[src/rtl/dmem_arb_pkg.sv]
// ============================================================================
// Module      : dmem_arb_pkg
// Description : Shared types and constants for the data-memory port arbiter.
// Revision    : 1.0 - initial release
// ============================================================================
`default_nettype none

package dmem_arb_pkg;

  localparam int DMEM_ADDR_W = 8;
  localparam int DMEM_DATA_W = 32;

  // Owner of the read whose data arrives on mem_q in the current cycle
  typedef enum logic [1:0] {
    OWN_NONE = 2'd0,
    OWN_CPU  = 2'd1,
    OWN_DMA  = 2'd2
  } owner_e;

endpackage

`default_nettype wire

[src/rtl/dmem_arb_grant.sv]
// ============================================================================
// Module      : dmem_arb_grant
// Description : Grant decision between core and DMA for the shared data
//               memory. Default build: fixed core priority with a bounded
//               DMA wait (MAX_WAIT). With DMEM_ARB_ROUND_ROBIN_EN defined,
//               conflicts alternate between the two requesters.
// Revision    : 1.0 - initial release
// ============================================================================
`default_nettype none

module dmem_arb_grant #(
  parameter int MAX_WAIT = 4
) (
  input  logic clk,
  input  logic rst_n,
  input  logic i_cpu_req,
  input  logic i_dma_req,
  output logic o_cpu_gnt,
  output logic o_dma_gnt
);

  logic w_conflict;
  logic w_cpu_gnt;
  logic w_dma_gnt;

  assign w_conflict = i_cpu_req & i_dma_req;

`ifdef DMEM_ARB_ROUND_ROBIN_EN

  // 1 = DMA won the most recent conflict; reset value lets the core win first
  logic r_last_dma;

  assign w_cpu_gnt = i_cpu_req & ~(w_conflict & ~r_last_dma);
  assign w_dma_gnt = i_dma_req & ~w_cpu_gnt;

  // Remember the winner of each conflict so the next one goes the other way
  always_ff @(posedge clk or negedge rst_n) begin
    if (!rst_n) begin
      r_last_dma <= 1'b1;
    end else if (w_conflict) begin
      r_last_dma <= w_dma_gnt;
    end
  end

`else

  localparam logic [3:0] C_MAX_WAIT = 4'(MAX_WAIT);

  logic [3:0] r_wait_cnt;
  logic       w_dma_force;

  // Once the DMA has been refused MAX_WAIT times it takes the next conflict
  assign w_dma_force = (r_wait_cnt == C_MAX_WAIT);
  assign w_cpu_gnt   = i_cpu_req & ~(i_dma_req & w_dma_force);
  assign w_dma_gnt   = i_dma_req & ~w_cpu_gnt;

  // Count consecutive refused DMA cycles; any grant or idle cycle clears it
  always_ff @(posedge clk or negedge rst_n) begin
    if (!rst_n) begin
      r_wait_cnt <= 4'd0;
    end else if (i_dma_req & ~w_dma_gnt) begin
      r_wait_cnt <= r_wait_cnt + 4'd1;
    end else begin
      r_wait_cnt <= 4'd0;
    end
  end

`endif

  assign o_cpu_gnt = w_cpu_gnt;
  assign o_dma_gnt = w_dma_gnt;

endmodule

`default_nettype wire

[src/rtl/dmem_port_arbiter.sv]
// ============================================================================
// Module      : dmem_port_arbiter
// Description : Shares a single-port synchronous data memory (1-cycle read
//               latency) between the core data port and a DMA/loader port.
//               One access per cycle, read data routed back to its issuer.
//               Optional macro DMEM_ARB_ROUND_ROBIN_EN selects alternating
//               arbitration instead of core priority with a DMA wait bound.
// Revision    : 1.0 - initial release
// ============================================================================
`default_nettype none

module dmem_port_arbiter
  import dmem_arb_pkg::*;
#(
  parameter int ADDR_W   = DMEM_ADDR_W,
  parameter int DATA_W   = DMEM_DATA_W,
  parameter int MAX_WAIT = 4
) (
  input  logic              clk,
  input  logic              rst_n,
  input  logic              i_cpu_req,
  input  logic              i_cpu_we,
  input  logic [ADDR_W-1:0] i_cpu_addr,
  input  logic [DATA_W-1:0] i_cpu_wdata,
  output logic              o_cpu_gnt,
  output logic              o_cpu_stall,
  output logic              o_cpu_rvalid,
  output logic [DATA_W-1:0] o_cpu_rdata,
  input  logic              i_dma_req,
  input  logic              i_dma_we,
  input  logic [ADDR_W-1:0] i_dma_addr,
  input  logic [DATA_W-1:0] i_dma_wdata,
  output logic              o_dma_gnt,
  output logic              o_dma_rvalid,
  output logic [DATA_W-1:0] o_dma_rdata,
  output logic [ADDR_W-1:0] o_mem_addr,
  output logic [DATA_W-1:0] o_mem_wdata,
  output logic              o_mem_wren,
  input  logic [DATA_W-1:0] i_mem_q
);

  logic   w_cpu_req;
  logic   w_dma_req;
  logic   w_cpu_gnt;
  logic   w_dma_gnt;
  owner_e r_rd_owner;

  // Requests are masked while reset is asserted so no grant can appear then
  assign w_cpu_req = i_cpu_req & rst_n;
  assign w_dma_req = i_dma_req & rst_n;

  dmem_arb_grant #(
    .MAX_WAIT (MAX_WAIT)
  ) u_grant (
    .clk       (clk),
    .rst_n     (rst_n),
    .i_cpu_req (w_cpu_req),
    .i_dma_req (w_dma_req),
    .o_cpu_gnt (w_cpu_gnt),
    .o_dma_gnt (w_dma_gnt)
  );

  assign o_cpu_gnt   = w_cpu_gnt;
  assign o_dma_gnt   = w_dma_gnt;
  assign o_cpu_stall = w_cpu_req & ~w_cpu_gnt;

  // Steer the granted requester onto the memory port; idle port drives zeros
  always_comb begin
    o_mem_addr  = '0;
    o_mem_wdata = '0;
    o_mem_wren  = 1'b0;
    if (w_cpu_gnt) begin
      o_mem_addr  = i_cpu_addr;
      o_mem_wdata = i_cpu_wdata;
      o_mem_wren  = i_cpu_we;
    end else if (w_dma_gnt) begin
      o_mem_addr  = i_dma_addr;
      o_mem_wdata = i_dma_wdata;
      o_mem_wren  = i_dma_we;
    end
  end

  // Track who issued this cycle's read so next cycle's mem_q goes to them
  always_ff @(posedge clk or negedge rst_n) begin
    if (!rst_n) begin
      r_rd_owner <= OWN_NONE;
    end else if (w_cpu_gnt & ~i_cpu_we) begin
      r_rd_owner <= OWN_CPU;
    end else if (w_dma_gnt & ~i_dma_we) begin
      r_rd_owner <= OWN_DMA;
    end else begin
      r_rd_owner <= OWN_NONE;
    end
  end

  assign o_cpu_rvalid = (r_rd_owner == OWN_CPU);
  assign o_dma_rvalid = (r_rd_owner == OWN_DMA);
  assign o_cpu_rdata  = o_cpu_rvalid ? i_mem_q : '0;
  assign o_dma_rdata  = o_dma_rvalid ? i_mem_q : '0;

endmodule

`default_nettype wire

[config.mk]
export PLATFORM = sky130hd
export DESIGN_NAME = dmem_port_arbiter
export DESIGN_NICKNAME = d
export VERILOG_FILES = /design/src/rtl/dmem_arb_pkg.sv /design/src/rtl/dmem_arb_grant.sv /design/src/rtl/dmem_port_arbiter.sv
export SDC_FILE = /design/constraint.sdc
export NUM_CORES = 1
export LEC_CHECK = 0
export BUFFER_PORTS_ARGS = -buffer_cell sky130_fd_sc_hd__buf_4
export CORE_AREA = 2 2 88 90
export CTS_CLUSTER_SIZE = 40
export DETAILED_ROUTE_END_ITERATION = 10
export DIE_AREA = 0 0 90 92
export PLACE_DENSITY_LB_ADDON = 0.05
export REMOVE_ABC_BUFFERS = 1
export SLEW_MARGIN = 40
export SYNTH_ARGS = -nofsm -noshare
export SYNTH_HDL_FRONTEND = slang
export SYNTH_SLANG_ARGS = --single-unit
export TNS_END_PERCENT = 10
[constraint.sdc]
create_clock -name clk -period 1.75 [get_ports clk]
set_input_delay 0.175 -clock clk [delete_from_list [all_inputs] [get_ports clk]]
set_output_delay 0.175 -clock clk [all_outputs]
set_load 0.05 [all_outputs]
==> Yosys cells after proc, flatten, opt, wreduce, memory -nomap -nowiden <==
Cells that the tools add are included.
{ "op_classes": {"addsub": 1, "n_eq_ne": 3, "mux": 11, "n_bitwise": 14} }
{ "op_table": {"columns": ["operator", "count"], "rows": [
  ["32-bit two-way mux", 4],
  ["8-bit two-way mux", 2],
  ["1-bit bitwise AND", 9],
  ["1-bit NOT", 5],
  ["4-bit by 1-bit adder with 4-bit output (second input constant)", 1],
  ["4-bit by 3-bit equality test with 1-bit output (second input constant)", 1],
  ["2-bit two-way mux", 2],
  ["4-bit two-way mux", 1],
  ["2-bit by 1-bit equality test with 1-bit output (second input constant)", 1],
  ["2-bit equality test (second input constant)", 1],
  ["1-bit two-way mux", 2]
]} }
{ "totals": {"ff_bits": 6, "input_bits": 118, "out_inout_bits": 110, "wordCells": 31} }

==> Logic depth before layout (Yosys ltp) <==
{ "depth": {"depth_word": 9, "ltp_mapped": 7, "ltp_nobuf": 5} }

==> Cells and area by module <==
From an unflattened synthesis, not the netlist that was laid out.
{ "unflattened": {"cells_unflattened": 153, "hier_area_um2": 1193.6} }
{ "modules_own_cells": {"columns": ["module", "instances", "cells_per_inst", "area_per_inst_um2", "seq_area_each_um2"], "rows": [
  ["dmem_port_arbiter", 1, 132, 985.9, 50.0],
  ["dmem_arb_grant", 1, 21, 207.7, 100.1]
]} }

==> Worst setup path after synthesis <==
OpenSTA, ideal clock, no wires.
{ "synth_timing": {"path_kind": "register to output", "startpoint": "reg u_grant.r_wait_cnt[0]", "endpoint": "out o_mem_addr[0]", "arrival_time_ns": 1.763, "required_ns": 1.575, "setup_slack_ns": -0.188, "stages_incl_launch_ff": 7, "path_buffers": 1, "cell_sequence": "dfrtp_1 > inv_1 > ha_1 > nand3b_1 > a21oi_2 > buf_2 > a22o_1"} }
{ "synth_via": {"elab_chain_cells": 8} }
{ "synth_lines": {"columns": ["element", "line_no", "rtl"], "rows": [
  ["from (decl)", "dmem_arb_grant.sv:49", "logic [3:0] r_wait_cnt;"],
  ["from (signal assigned)", "dmem_arb_grant.sv:62", "r_wait_cnt <= r_wait_cnt + 4'd1;"],
  ["4-bit by 3-bit equality test with 1-bit output", "dmem_arb_grant.sv:53", "assign w_dma_force = (r_wait_cnt == C_MAX_WAIT);"],
  ["1-bit bitwise AND", "dmem_arb_grant.sv:54", "assign w_cpu_gnt = i_cpu_req & ~(i_dma_req & w_dma_force);"],
  ["1-bit NOT", "dmem_arb_grant.sv:54", null],
  ["1-bit bitwise AND", "dmem_arb_grant.sv:54", null],
  ["1-bit NOT", "dmem_arb_grant.sv:55", "assign w_dma_gnt = i_dma_req & ~w_cpu_gnt;"],
  ["1-bit bitwise AND", "dmem_arb_grant.sv:55", null],
  ["named net o_dma_gnt", "dmem_port_arbiter.sv:33", "output logic o_dma_gnt,"],
  ["8-bit two-way mux", "dmem_port_arbiter.sv:76", "end else if (w_dma_gnt) begin"],
  ["8-bit two-way mux", "dmem_port_arbiter.sv:72", "if (w_cpu_gnt) begin"],
  ["to (decl)", "dmem_port_arbiter.sv:36", "output logic [ADDR_W-1:0] o_mem_addr,"]
]} }
The timed path passes the listed nets, and every way through them passes these cells.

==> Worst setup path in the final report <==
{ "layout_timing": {"startpoint": "reg u_grant.r_wait_cnt[0]", "endpoint": "out o_mem_wdata[21]"} }
{ "layout_via": {"elab_chain_cells": 8} }
{ "layout_lines": {"columns": ["element", "line_no", "rtl"], "rows": [
  ["4-bit by 3-bit equality test with 1-bit output (*)", "dmem_arb_grant.sv:53", null],
  ["1-bit bitwise AND (*)", "dmem_arb_grant.sv:54", null],
  ["1-bit NOT (*)", "dmem_arb_grant.sv:54", null],
  ["1-bit bitwise AND (*)", "dmem_arb_grant.sv:54", null],
  ["1-bit NOT", "dmem_arb_grant.sv:55", null],
  ["1-bit bitwise AND", "dmem_arb_grant.sv:55", null],
  ["32-bit two-way mux", "dmem_port_arbiter.sv:76", null],
  ["32-bit two-way mux (*)", "dmem_port_arbiter.sv:72", null],
  ["to (decl)", "dmem_port_arbiter.sv:37", "output logic [DATA_W-1:0] o_mem_wdata,"]
]} }
Mark *: on every way between the ends. The rest lies on a longest branch, timed or not.

==> results summary <==
The data required time of the worst path is around 1.6 ns. The final cell area excluding filler cells came out at about 3400 um2. The synthesized area per cell came out at a little under 8 um2. The floorplan step set the die width to about 90 um. The remaining max-slew budget at the tightest pin came out at around 82%. On the worst path, the slowest cell contributes a delay of between 0.3 and 0.4 ns. The floorplan row count is 32.

The H-tree level count came out at 1. The power density over the cells came out at 374 nW/um2. The sink count of the clock tree came out at 6.

The layout overhead on the synthesized area came out at 191%. The setup-violating endpoint count in the final report came out at 42. The CTS tree is yes. The maximum number of pins on one net before global-route repair is 34. The worst hold slack after final layout came out at 0.110 ns.

The post-CTS clock slew at the launch and capture registers of the worst setup and hold paths is about 0.030 ns. After synthesis the netlist holds a flip-flop and latch count of 6. The total via count after detailed routing is 2000.

The total count of hold-check failures in the final report came out at 0. The I/O pin count is 228. In this design, the critical path's most frequently occurring cell is sky130_fd_sc_hd__buf_6. The shortest period the worst path allows is about 2.0 ns. For this block, the routed nets add up to approximately 6.9 mm of wire.

The end of the worst register-to-register path is r_rd_owner[1]. The number of antenna violations at the first check in global routing is 0. The critical path data arrival time is 1.84 ns. The global-route total usage across every layer came out at 14.8%. The cell family contributing the most delay on the critical path is buffers and inverters.

Static timing analysis puts the maximum clock frequency at ~500 MHz. The post-route antenna net violation count came out at 0. The leakage power came out at roughly 0.0018 uW. Clock tree synthesis selected as its root buffer the cell sky130_fd_sc_hd__clkbuf_8. The post-layout net count came out at 503. The flow ran to the end, but the final reports show violations. The startpoint identified for the worst hold timing path is i_dma_we. The clock insertion delay at the later pin of the skew report is between 0.2 and 0.25 ns. The tool flagged a number of max-cap violations equal to 0. The number of fill cells in the layout is about 780. The placeable core region is approximately 7400 um2. In the detailed route, the total length drawn on met3 is 725 um. The end of the worst hold path is r_rd_owner[1]. The worst hold path depth is 2. The height of the die is around 90 um.

The mapped netlist covers 1160 um2. The uppermost layer routed is met4. The number of different library cells in the post-synthesis netlist came out at 19. The count of synthesis-stage warnings from yosys is 0.

The number of buffers and inverters on the critical path is 5. For the final routed database, the setup TNS stands at -9.92 ns. The completed layout was analyzed and its total power is around 1300 uW. The core utilization of the finished layout came out at 45.3%. The depth of the most critical reg-to-reg path is 9. Of all nets on the critical path, the largest fanout is 7.

In the final routed layout, each cell accounts on average for 14.2 um. The routability congestion estimate is between 0.7 and 0.8. The half-perimeter wire length after detailed placement came out at 5.39 mm. Setup repair after global routing could not meet its margin everywhere.

The class of the most critical hold timing path is input pin to flop. The pin slew with the least headroom to its limit is roughly 0.27 ns. The number of port buffers came out at ~230. The DRC violations left came out at 0. The setup slack of the most critical reg-to-reg path is around 0.21 ns. Once placement finished, the instance area stood at around 3000 um2. The maximum vdd ir drop came out at 0.000175 V. The count of inserted antenna diode cells is 0. The met2 routed wirelength is 3.70 mm. The initial utilization of the core area, before any placement, comes to around 16%. The via count of the first global-routing pass is a little under 2000. The global-route wire length before repair came out at about 10 mm.

The slowest stage of the critical path is the sky130_fd_sc_hd__dfrtp_1 cell. The synthesized instance count came out at ~150. In the final routing, the length of wire on met1 measures ~2.4 mm.

After global routing the overflow that remains totals 0. Traced cell by cell, the critical path runs through inv_2, ha_1, nand3b_1, buf_6, a21oi_4, buf_12, clkbuf_16, a22o_1, buf_6. The pre-antenna-repair detailed-routing pass consisted of 6 iterations.

The category of the worst setup path launch point is a flop. After synthesis, flip-flops and latches occupy approximately an eighth of the total area. The first-iteration detailed-routing DRC count is 20. The count of final max-slew check failures is 0.

For the final database, setup skew stands at between 0.0006 and 0.0007 ns. TritonCTS created 3 clock buffers. The number of vias per cell is 4.14. The final worst slack came out at -0.264 ns. STA classifies the critical path endpoint as an output port. The worst register-to-register path begins at u_grant.r_wait_cnt[0]. The checks that failed: setup timing. The proportion of layout cells with a drive suffix above 1 is 65.6%.

The total die area is slightly above 8000 um2. Counting along the longest clock path gives a buffer depth of 2. The post-route clock period utilization came out at 115%.

The classification of the worst setup path is flop to output port.
==> flip-flops by register name (all words and copies together) (netlist names) <==
name and cells:
r_rd_owner 2, u_grant.r_wait_cnt 4
==> how the worst max path moves through the flow <==
| stage | from | end | slack, ns | cells after the start |
|---|---|---|---|---|
| 6_report | u_grant.r_wait_cnt[0] | o_mem_wdata[21] | -0.26 | 9 |
| 5_1_grt | u_grant.r_wait_cnt[0] | o_mem_wdata[3] | -0.37 | 9 |
| 4_1_cts | u_grant.r_wait_cnt[0] | o_mem_wdata[11] | -0.27 | 9 |
| 3_5_place_dp | u_grant.r_wait_cnt[0] | o_mem_wdata[11] | -0.04 | 7 |
| 3_3_place_gp | u_grant.r_wait_cnt[0] | o_mem_wdata[11] | -0.007 | 8 |
| 2_1_floorplan | u_grant.r_wait_cnt[0] | o_mem_addr[0] | -1.0 | 5 |
==> cell usage after synthesis (all sizes together) <==
master | number | area (um2)
and3 | 5 | 31.3
ha | 2 | 25.0
xnor2 | 1 | 8.76
and2 | 64 | 400
buf | 8 | 65.1
inv | 3 | 11.3
xor2 | 1 | 8.76
mux2 | 1 | 11.3
a22o | 40 | 350
a21oi | 1 | 8.76
dfrtp | 6 | 150
clkbuf | 7 | 26.3
nor2b | 4 | 25.0
nor2 | 1 | 3.75
nand3 | 2 | 10.0
nand2 | 1 | 3.75
nand3b | 1 | 7.51
o211a | 1 | 10.0
==> report_power, final <==
part | internal (uW) | switching (uW)
clock | 147 | 55.6
combinational | 417 | 498
sequential | 142 | 1.30
==> metrics by stage <==
| step | worst slack [ns] | std cells |
|---|---|---|
| 3_3_place_gp | -0.00689 | 473 |
| 5_1_grt | -0.373 | 483 |
| 2_1_floorplan | -0.995 | 134 |
| 4_1_cts | -0.270 | 480 |
| 6_report | -0.264 | 483 |
| 3_5_place_dp | -0.0416 | 473 |
==> timing repair <==
action	CTS	global route
pin swaps	9	13
hold buffers	1	0
endpoints found under the hold margin	6	0
resized for setup	47	3
setup buffers	2	0
cloned	1	3
endpoints found under the setup margin	43	43
==> placed cells by master, fill, tap and decap left out <==
| cell type | count |
|---|---|
| sky130_fd_sc_hd__clkbuf_8 | 3 |
| sky130_fd_sc_hd__a21oi_4 | 1 |
| sky130_fd_sc_hd__a22o_1 | 40 |
| sky130_fd_sc_hd__clkbuf_16 | 3 |
| sky130_fd_sc_hd__buf_12 | 3 |
| sky130_fd_sc_hd__buf_8 | 1 |
| sky130_fd_sc_hd__buf_16 | 1 |
| sky130_fd_sc_hd__and2_1 | 64 |
| sky130_fd_sc_hd__nor2b_1 | 4 |
| sky130_fd_sc_hd__buf_4 | 190 |
| sky130_fd_sc_hd__nand3_1 | 2 |
| sky130_fd_sc_hd__dfrtp_1 | 6 |
| sky130_fd_sc_hd__nor2_1 | 1 |
| sky130_fd_sc_hd__nand3b_1 | 1 |
| sky130_fd_sc_hd__nand2_1 | 1 |
| sky130_fd_sc_hd__xor2_1 | 1 |
| sky130_fd_sc_hd__dlygate4sd3_1 | 1 |
| sky130_fd_sc_hd__inv_2 | 1 |
| sky130_fd_sc_hd__xnor2_1 | 1 |
| sky130_fd_sc_hd__inv_1 | 2 |
| sky130_fd_sc_hd__buf_6 | 45 |
| sky130_fd_sc_hd__and3_1 | 5 |
| sky130_fd_sc_hd__mux2_2 | 1 |
| sky130_fd_sc_hd__ha_1 | 2 |
| sky130_fd_sc_hd__o211a_4 | 1 |
==> logic make-up (layout without fill, tap and decap cells) <==
family                     count (synthesis)  in the layout  synth area share [%]
and+or+nand+nor                           78             78                  41.6
AOI/OAI and AO/OA                         42             42                  31.9
buffers and inverters                     18            250                  8.87
DFF                                        6              6                  13.0
adders and majority gates                  2              2                  2.16
xor gates and xnor gates                   2              2                  1.51
muxes                                      1              1                 0.973
==> routing by layer <==
layer  vias up  GRT usage (%)
met3         4           4.44
met2       136           28.4
met4         0           3.08
met5         -              0
li1        990              -
met1       870           16.0
==> area by class of cell <==
type / count / area [um2] / area share, %
clock buffer: 3 / 41.3 / 1.22
timing repair buffer: 244 / 2120 / 62.9
multi-input combinational: 125 / 920 / 27.3
tap: 102 / 128 / 3.79
sequential: 6 / 150 / 4.45
inverter: 3 / 11.3 / 0.334
(Power assumes the default switching activity.)
